File: config.mk
export PLATFORM = sky130hd
export DESIGN_NAME = cordic_angle_sequencer
export DESIGN_NICKNAME = d
export VERILOG_FILES = /design/src/rtl/cordic_angle_sequencer.sv
export SDC_FILE = /design/constraint.sdc
export NUM_CORES = 1
export LEC_CHECK = 0
export ABC_AREA = 1
export CAP_MARGIN = 10
export CORE_ASPECT_RATIO = 1.2
export CORE_MARGIN = 2
export CORE_UTILIZATION = 40
export DETAILED_ROUTE_END_ITERATION = 10
export MAX_ROUTING_LAYER = met4
export PLACE_DENSITY = 0.77
export REMOVE_ABC_BUFFERS = 1
export SLEW_MARGIN = 20
export SYNTH_ARGS = -nofsm -noshare
export SYNTH_HDL_FRONTEND = slang
export SYNTH_SLANG_ARGS = --single-unit
File: constraint.sdc
create_clock -name clk -period 2 [get_ports clk]
set_input_delay 0.4 -clock clk [delete_from_list [all_inputs] [get_ports clk]]
set_output_delay 0.4 -clock clk [all_outputs]
set_load 0.02 [all_outputs]
File: src/rtl/cordic_angle_sequencer.sv
// Control stage for the 6-bit CORDIC core. It folds full-circle angles into +/-90 deg, runs the core
// through reset/run/done, and returns quadrant-corrected cos/sin. Optional macro: CORDIC_SEQ_TIMEOUT_EN.
module cordic_angle_sequencer #(
    parameter int unsigned RESET_CYCLES = 2,
    parameter int unsigned TIMEOUT      = 31
) (
    input  logic       clk,
    input  logic       reset,
    input  logic       req_valid,
    output logic       req_ready,
    input  logic [7:0] req_angle,
    output logic       core_reset,
    output logic [5:0] core_z0,
    input  logic       core_done,
    input  logic [5:0] core_x,
    input  logic [5:0] core_y,
    output logic       out_valid,
    input  logic       out_ready,
    output logic [5:0] out_cos,
    output logic [5:0] out_sin,
    output logic       busy,
    output logic       err
);

    localparam int unsigned CNT_MAX = (RESET_CYCLES > TIMEOUT) ? RESET_CYCLES : TIMEOUT;
    localparam int unsigned CNT_W   = $clog2(CNT_MAX + 1);

    typedef enum logic [2:0] {
        S_IDLE,
        S_LOAD,
        S_RUN,
        S_CAPTURE,
        S_OUT
    } state_t;

    state_t           state;
    logic [CNT_W-1:0] cnt;
    logic             neg;

    logic signed [8:0] ext_angle;
    logic signed [8:0] wrap_angle;
    logic signed [8:0] fold_angle;
    logic              fold_neg;
    logic [5:0]        cos_fix;

    // Wrap to [-62,61], then mirror the outer quadrants into the core's +/-31 range.
    always_comb begin
        ext_angle  = $signed({req_angle[7], req_angle});
        wrap_angle = ext_angle;
        if (ext_angle >= 9'sd62) begin
            wrap_angle = ext_angle - 9'sd124;
        end else if (ext_angle < -9'sd62) begin
            wrap_angle = ext_angle + 9'sd124;
        end
        fold_angle = wrap_angle;
        fold_neg   = 1'b0;
        if (wrap_angle > 9'sd31) begin
            fold_angle = 9'sd62 - wrap_angle;
            fold_neg   = 1'b1;
        end else if (wrap_angle < -9'sd31) begin
            fold_angle = -9'sd62 - wrap_angle;
            fold_neg   = 1'b1;
        end
    end

    // Mirrored angles need cos negated; -32 has no positive twin and saturates to +31.
    always_comb begin
        cos_fix = core_x;
        if (neg) begin
            cos_fix = (core_x == 6'h20) ? 6'h1f : 6'(-core_x);
        end
    end

    always_ff @(posedge clk) begin
        if (reset) begin
            state      <= S_IDLE;
            cnt        <= '0;
            neg        <= 1'b0;
            req_ready  <= 1'b1;
            core_reset <= 1'b1;
            core_z0    <= '0;
            out_valid  <= 1'b0;
            out_cos    <= '0;
            out_sin    <= '0;
            busy       <= 1'b0;
`ifdef CORDIC_SEQ_TIMEOUT_EN
            err        <= 1'b0;
`endif
        end else begin
            case (state)
                S_IDLE: begin
                    if (req_valid && req_ready) begin
                        core_z0   <= fold_angle[5:0];
                        neg       <= fold_neg;
                        cnt       <= '0;
                        req_ready <= 1'b0;
                        busy      <= 1'b1;
                        state     <= S_LOAD;
                    end
                end
                S_LOAD: begin
                    if (cnt == CNT_W'(RESET_CYCLES - 1)) begin
                        cnt        <= '0;
                        core_reset <= 1'b0;
                        state      <= S_RUN;
                    end else begin
                        cnt <= cnt + CNT_W'(1);
                    end
                end
                S_RUN: begin
                    if (core_done) begin
                        out_cos <= cos_fix;
                        out_sin <= core_y;
                        state   <= S_CAPTURE;
                    end
`ifdef CORDIC_SEQ_TIMEOUT_EN
                    else if (cnt == CNT_W'(TIMEOUT - 1)) begin
                        err        <= 1'b1;
                        out_cos    <= '0;
                        out_sin    <= '0;
                        out_valid  <= 1'b1;
                        core_reset <= 1'b1;
                        state      <= S_OUT;
                    end else begin
                        cnt <= cnt + CNT_W'(1);
                    end
`endif
                end
                S_CAPTURE: begin
                    core_reset <= 1'b1;
                    out_valid  <= 1'b1;
                    state      <= S_OUT;
                end
                S_OUT: begin
                    if (out_valid && out_ready) begin
                        out_valid <= 1'b0;
                        req_ready <= 1'b1;
                        busy      <= 1'b0;
                        state     <= S_IDLE;
                    end
                end
                default: begin
                    state <= S_IDLE;
                end
            endcase
        end
    end

`ifndef CORDIC_SEQ_TIMEOUT_EN
    assign err = 1'b0;
`endif

endmodule
# Yosys cells after proc, flatten, opt, wreduce, memory -nomap -nowiden
# Cells that the tools add are included.
[classes]
n_addsub = 6
n_lt_le_gt_ge = 4
n_eq_ne = 10
mux = 25
reduce_logical = 14
[ops]
columns = ["operator", "n"]
rows = [
  ["6-bit two-way mux", 4],
  ["9-bit two-way mux", 2],
  ["3-bit case mux with 5 select lines", 1],
  ["3-bit two-way mux", 4],
  ["5-bit two-way mux", 2],
  ["5-bit case mux with 2 select lines", 1],
  ["2-bit AND reduction", 5],
  ["8-bit by 8-bit adder with 9-bit output, second input constant", 1],
  ["9-bit by 6-bit > comparator with 1-bit output, second input constant", 1],
  ["9-bit by 6-bit < comparator with 1-bit output, second input constant", 1],
  ["8-bit by 8-bit subtractor with 9-bit output, second input constant", 1],
  ["8-bit by 7-bit >= comparator with 1-bit output, second input constant", 1],
  ["8-bit by 7-bit < comparator with 1-bit output, second input constant", 1],
  ["2-bit != test, second input constant", 4],
  ["1-bit case mux with 2 select lines", 4],
  ["2-bit nonzero test", 4],
  ["1-bit two-way mux", 7],
  ["3-bit by 2-bit == test with 1-bit output, second input constant", 2],
  ["6-bit == test, second input constant", 1],
  ["6-bit negation", 1],
  ["2-bit by 6-bit subtractor with 6-bit output, first input constant", 1],
  ["3-bit by 6-bit subtractor with 6-bit output, first input constant", 1],
  ["5-bit by 1-bit adder with 5-bit output, second input constant", 1],
  ["5-bit by 1-bit == test with 1-bit output, second input constant", 1],
  ["other kinds (6)", 7],
]
[totals]
register_bits = 31
elab_cells = 69

# Depth between registers and ports, before layout
[depth]
word_depth = 6
depth_mapped = 20
mapped_depth_nobuf = 20

# Least setup slack after synthesis
# Ideal clock, no wire load.
[synth_timing]
kind = "input port to flip-flop"
startpoint = "input port req_angle[2]"
endpoint = "register core_z0[4]"
setup_time_ns = 0.109
arrival_ns = 1.855
t_required_ns = 1.891
slack_ns = 0.036
path_stages = 15
path_cell_list = "inv_1 ha_1 nand3_2 nand2_4 nand2_1 o21ai_4 inv_2 nor2_2 nand2_1 nand2_2 inv_1 nand2_1 nand3_1 nand2_1 inv_1"
[synth_via]
elab_chain_cells = 6
elab_cells_between_ends = 12
cone_classes = "4 x add/sub; 4 x order compare; 4 x mux"
[synth_rtl]
columns = ["element", "line", "rtl"]
rows = [
  ["start: declaration", "11", "input logic [7:0] req_angle,"],
  ["8-bit by 8-bit adder with 9-bit output or 8-bit by 7-bit < comparator with 1-bit output (tied branches)", "53, 52", ""],
  ["9-bit two-way mux", "52", "end else if (ext_angle < -9'sd62) begin"],
  ["9-bit two-way mux (*)", "50", "if (ext_angle >= 9'sd62) begin"],
  ["9-bit by 6-bit < comparator with 1-bit output or 3-bit by 6-bit subtractor with 6-bit output (tied branches)", "60, 61", ""],
  ["6-bit two-way mux", "60", "end else if (wrap_angle < -9'sd31) begin"],
  ["6-bit two-way mux (*)", "57", "if (wrap_angle > 9'sd31) begin"],
  ["end signal: assignment", "93", "core_z0 <= fold_angle[5:0];"],
  ["end: declaration", "13", "output logic [5:0] core_z0,"],
]
# Every way passes the cells marked *; elsewhere a longest branch is shown, timed or not.
# A chain may end at the register's enable or synchronous reset.

# Worst setup path in the final report
[layout_timing]
startpoint = "input port req_angle[2]"
endpoint = "register core_z0[2]"
# The elaborated chain is that of the path after synthesis.

==> results.md <==
* Worst setup path startpoint: req_angle[2]
* Via Count at ~2200
* Leakage dissipation at roughly 1.4 nW
* Antenna violations before repair at 0
* Clock share of power at 22.2%
* Worst R2R End: out_cos[2]
* Most common library cell in the layout ignoring fill and taps: nand2_1
* Total routed wirelength at around 5.2 mm
* Synthesized flop and latch total at 31
* RSZ-0062 raised after global routing: no
* Top fanout value on the critical path at 8
* Iteration-0 DRC Markers at 170
* Required arrival time at the worst endpoint at around 2200 ps
* Most used DFF post-synth: dfxtp_1
* Number of instances in the synthesized netlist at ~320
* Instance area at placement at 2830 um^2
* Number of max-cap violations at 0
* Critical path capture point type: flop
* Switching Power at around 0.80 mW
* Async set-or-reset flop fraction in the synthesized netlist at 0%
* Worst hold slack across all endpoints at about 470 ps
* Number of warnings printed during yosys synthesis at 0
* HPWL after detailed placement at about 4.2 mm
* Buffers on Ports at 46
* Clk root buf: clkbuf_8
* Height of the die at about 83 um
* Gp weighted congestion at just under 1
* Number of buffers on the longest clock path at 2
* Pwr per Cell Area at 729 nW/um^2
* Reg2Reg Setup Slack at 410 ps
* Wire length of the first global-routing pass at approximately 9.2 mm
* Share of layout cells above drive strength 1 at between 20% and 30%
* Hold violation count in the final report at 0
* DRC viols at 0
* Worst vdd ir at approximately 0.42 mV
* Layout fillers at between 400 and 500
* Depth of the worst register-to-register path at 7
* Worst reg2reg path startpoint: state[0]
* Synth-to-Final Area Change at 44.5%
* Setup-failing EPs final at 0
* Minimum clock period after layout at 1880 ps
* Met1 track demand over resource in global routing at a little under a quarter
* Design area at ~3000 um^2
* Number of CTS-inserted buffers at 5
* Cell area after technology mapping at ~2100 um^2
* Power share of the sequential group at between 30% and 40%
* Core region area at about 5000 um^2
* Fraction of the cycle the final worst path needs at a little over nine tenths
* Critical path type: primary input to flop
* I/O pins at 48
* Row cnt at 28
* Remaining antenna violation count after routing at 0
* Overflow left after global routing at 0
* GRT Max-Usage Layer: met2
* Number of standard cells in the final layout excluding fillers at 457
* Worst clock skew on the final layout at roughly 6.5 ps
* Signal arrival time at the worst endpoint at ~2100 ps
* Sequential area share after synthesis at 29.7%
* Clock-pin slew reported for the worst setup and hold paths after clock tree synthesis at ~70 ps
* Minimum setup slack in the final design at roughly 120 ps
* Final number of max-transition violations at 0
* Length of the first detailed-routing pass in iterations at 4
* Result of the run: completed
* Switching fraction of total power at a little over a third
* Overall die area at 5810 um^2
* Commonest cells after routing, fill and taps aside: 65 x nand2_1, 42 x inv_1, 38 x clkdlybuf4s50_1, 36 x buf_4, 31 x dfxtp_1
* Number of hold buffers added after cts at 0
* Total number of H-tree levels at 2
* Detailed-route wire length per cell at roughly 11 um
* Post-DR vias/cell at ~4.9
* Combinational share of power at 42.6%
* CP startpoint kind: primary input
* Number of placed instances with taps included at 447
* Total inserted antenna cells at 0
* Hold/Removal Path Class: flop to flop
* Number of global-route vias before repair at about 2100
* Library cells used by synthesis at 35
* Largest net degree at the start of global routing at 13
* Average footprint of a synthesized cell at approximately 6.6 um^2
* CTS tree: yes
* Post-layout net count at approximately 430
* Clock latency reported for the late side of the worst-skew pair at ~280 ps
* Die X-Extent at ~70 um
* Number of enable-type register cells in the synthesized netlist at 0
* Initial Utilization at about two fifths
* Met2 Resource Use GR at 33.1%
* Global routing usage on met3 at between 3 and 4%
* Number of sinks driven by the clock tree at 31
* CP Capture Point: core_z0[2]
* Overall track demand over capacity in global routing at roughly a fifth
* Power Internal at 1.40 mW
* Setup Slack @ Placement at -584 ps
* Highest clock rate at 0.533 GHz
[what timing repair did]
item,in CTS,in global routing
resized for setup,24,22
gates cloned,0,0
pin swaps,7,10
setup buffers,3,0
setup endpoints to repair,6,6
[per-layer routing]
layer	part of all wire [%]	vias up	wire length [um]
li1	-	1172	-
met1	44	992	2270
met2	50	63	2610
met3	5.2	4	269
met4	0.62	0	32
met5	0	-	0
[sequential cells by signal, indices dropped and copies added, names as in the netlist]
signal      count
core_z0         6
out_cos         6
out_sin         6
cnt             5
state           3
busy            1
core_reset      1
neg             1
out_valid       1
req_ready       1
[critical path: stages]
cell	delay, ps
buf_2	130
inv_2	70
ha_2	180
nand2_1	80
nand3_2	90
nand2_4	150
nand3_1	100
nand3_1	110
nand2_2	80
nor2_2	80
nand3_1	110
nand2_2	110
nand2_4	80
a21oi_1	130
nor2_1	50
a21oi_1	120
[cell families (layout without fill, tap and decap cells)]
family / count (synthesis) / after routing / share of synthesized area (%)
AND/OR/NAND/NOR: 163 / 163 / 36.9
adder cells (fa/ha/maj): 9 / 9 / 5.40
AO/OA/AOI/OAI: 45 / 45 / 12.9
XOR/XNOR: 9 / 9 / 3.78
other: 1 / 1 / 0.180
buffers and inverters: 57 / 139 / 11.2
flip-flops: 31 / 31 / 29.7
[cell type report]
class                   instances  area (um^2)  area share [%]
clock inverters                 1         5.00           0.166
flip-flops and latches         31          621            20.6
clock buffers                   6         82.6            2.74
multi-input cells             227         1320            43.9
repair buffers                 83          722            23.9
well taps                      60         75.1            2.49
inverters                      49          186            6.18
[power by group through the flow]
stage | clock network [mW] | logic (mW) | registers, mW
after CTS | 0.501 | 0.926 | 0.773
after global placement | 0 | 0.896 | 0.785
after floorplan | 0 | 0.455 | 0.848
after detailed placement | 0 | 0.905 | 0.786
after global routing | 0.534 | 1.05 | 0.788
final | 0.488 | 0.937 | 0.773
[cell usage after synthesis, drive strengths merged, types with 6 or more instances]
cell type	count	share of area, %
a21oi	17	4.3
dfxtp	31	30
ha	9	5.4
inv	49	8.9
nand2	82	17
nand3	34	9.1
nand4	7	2.1
nor2	33	6.5
nor3	6	1.4
o21ai	18	4.9
xor2	6	2.5
[per-stage QoR]
| step | util [%] | power (mW) | setup TNS (ps) |
|---|---|---|---|
| floorplan | - | 1.30 | 0 |
| global placement | 56.9 | 1.68 | -3470 |
| detailed placement | 56.9 | 1.69 | -3440 |
| CTS | 59.8 | 2.20 | 0 |
| global route | 60.6 | 2.38 | 0 |
| finish | 60.6 | 2.20 | 0 |
[worst min path at each step]
stage / start / to / slack, ps / cells past startpoint
6_report: out_cos[5] / out_cos[5] / 470 / 2
5_1_grt: req_angle[0] / core_z0[0] / 480 / 4
4_1_cts: busy / busy / 470 / 2
3_5_place_dp: core_reset / core_reset / 460 / 2
3_3_place_gp: core_reset / core_reset / 450 / 2
2_1_floorplan: reset / core_z0[1] / 460 / 1
Note: power is estimated with default switching activity, not from simulation.
==> RTL edit (same flow settings) <==
Make the reset (`reset`) asynchronous in one clocked block.
--- a/src/rtl/cordic_angle_sequencer.sv
+++ b/src/rtl/cordic_angle_sequencer.sv
@@ -71,7 +71,7 @@
         end
     end
 
-    always_ff @(posedge clk) begin
+    always_ff @(posedge clk or posedge reset) begin
         if (reset) begin
             state      <= S_IDLE;
             cnt        <= '0;
Formal check against the unedited RTL: differs if reset is asserted again (counterexample within 4 cycles, from zero or initial values and one cycle with reset high); with reset held inactive, the same outputs for 10 cycles.
==> RTL edit against the original RTL <==
Wire length rose by 14%; register-to-register slack worse by 110 ps; setup slack worse by 66 ps; maximum frequency decreased by 3.4%; design area up 6.6%; die area grew 2.2%; power increased by 58%; non-clock buffer count increased by 11; synthesized area grew 2.3%; clock power grew 9.8%; sequential cell count unchanged; critical endpoint is now core_z0[5]$_DFFE_PP0P_; largest power group unchanged.
==> RTL edit: results (changes against the original RTL) <==
Parameter                              Value

Global routing
  Via count of the first global-routing pass    2264 (+6.7%)
  Met3 global-route usage    4.47% (+0.59 points)
  Global-route wire length before repair    9720 µm (+6.1%)
  Met1 global-route usage    21.2% (-2.0 points)

Setup path
  Internal reg-to-reg setup slack    300 ps (-110 ps)
  FF-to-FF path depth    9 (+2)
  Data arrival at the endpoint of the critical path    2110 ps (+30 ps)
  Setup crit end    core_z0[5]$_DFFE_PP0P_
  Slowest-stage cell, CP    sky130_fd_sc_hd__or2_4
  Highest net fanout along the worst path    7 (-1)
  Delay of the slowest critical-path stage    240 ps (+60 ps)
  R2R Path End    cnt[4]$_DFFE_PP0P_

Drt
  Via density per instance    4.98 (+2.0%)
  Routed wire length on met3    301 µm (+12%)
  WL final    5920 µm (+14%)
  Total met2 wirelength after detailed routing    3220 µm (+23%)
  Detailed router's first-iteration violation count    62 (-64%)
  Metal1 wirelength    2280 µm (+0.75%)
  Detail-routed net length per standard cell    13.2 µm (+16%)

Final layout
  Layout buffering overhead excluding clock cells    25.6% (+1.6 points)
  Area fraction of clock buffers and clock inverters    3.11% (+0.21 points)
  Num sequential    31 (unchanged)
  Count of clock-net buffers in the final layout    8 (+2)
  Flip-flop and latch area    778 µm² (+25%)
  Layout Nets    420 (-2.6%)
  Proportion of layout cells with a drive suffix above 1    28.9% (+5.5 points)
  Bufs w/o clock    94 (+13%)

Worst hold path
  Hold EP    core_z0[3]$_DFFE_PP0P_

Logic synthesis
  Number of instances in the synthesized netlist    290 (-7.9%)
  Async S/R FF share, synth    100% (+100 points)
  Complex-gate fraction of the synthesized area    7.62% (-5.3 points)
  Share of synthesized cell area in full adder, half adder and majority cells    5.27% (-0.12 points)
  Most instantiated cells after synthesis    92 x sky130_fd_sc_hd__nand2_1, 41 x sky130_fd_sc_hd__inv_1, 29 x sky130_fd_sc_hd__dfrtp_1, 28 x sky130_fd_sc_hd__nand3_1, 16 x sky130_fd_sc_hd__nor2_1
  Post-synthesis share of cell area spent on xor and xnor gates    3.28% (-0.50 points)
  Share of synthesized area occupied by flip-flops and latches    36.4% (+6.7 points)
  Synth top area cells    sky130_fd_sc_hd__dfrtp_1 34%, sky130_fd_sc_hd__nand2_1 16%, sky130_fd_sc_hd__inv_1 7.2%, sky130_fd_sc_hd__nand3_1 6.6%, sky130_fd_sc_hd__ha_1 5.3%
  Netlist cell types    36 (+2.9%)

Pwr
  Worst IR Drop VDD    0.369 mV (-11%)
  Lkg Pwr    1.67 nW (+16%)
  Comb pwr share    52.1% (+9.5 points)
  Net switching component of the power    1.38 mW (+73%)

Placed design
  Number of placed instances with taps included    423 (-5.4%)
  Setup slack at placement    -674 ps (-89.8 ps)

Clock tree
  Post-CTS setup buffer count    17 (+14)

Run status
  Status    finished, final reports clean

Timing
  Setup skew after layout    6.77 ps (+0.251 ps)
[RTL edit: cell count changes after synthesis, sizes merged, moves of 2 or more]
| cell | before | now |
|---|---|---|
| dfxtp | 31 | 0 |
| dfrtp | 0 | 29 |
| nand2 | 82 | 105 |
| nor2 | 33 | 17 |
| a21oi | 17 | 4 |
| o21ai | 18 | 10 |
| inv | 49 | 43 |
| a2bb2oi | 0 | 4 |
| clkbuf | 4 | 1 |
| dfstp | 0 | 2 |
| nand3 | 34 | 32 |
| o21a | 2 | 0 |
| o221ai | 2 | 0 |
| xnor2 | 3 | 1 |
[RTL edit: through the flow]
stage / util [%] / cell area, µm² / power, mW / hold WS [ps]
3_3_place_gp: 54.7 / 2860 / 2.80 / 456
2_1_floorplan: - / 2090 / 2.08 / 494
6_report: 61.5 / 3210 / 3.47 / 476
5_1_grt: 61.5 / 3210 / 3.72 / 510
3_5_place_dp: 54.7 / 2860 / 2.86 / 468
4_1_cts: 60.0 / 3140 / 3.44 / 477
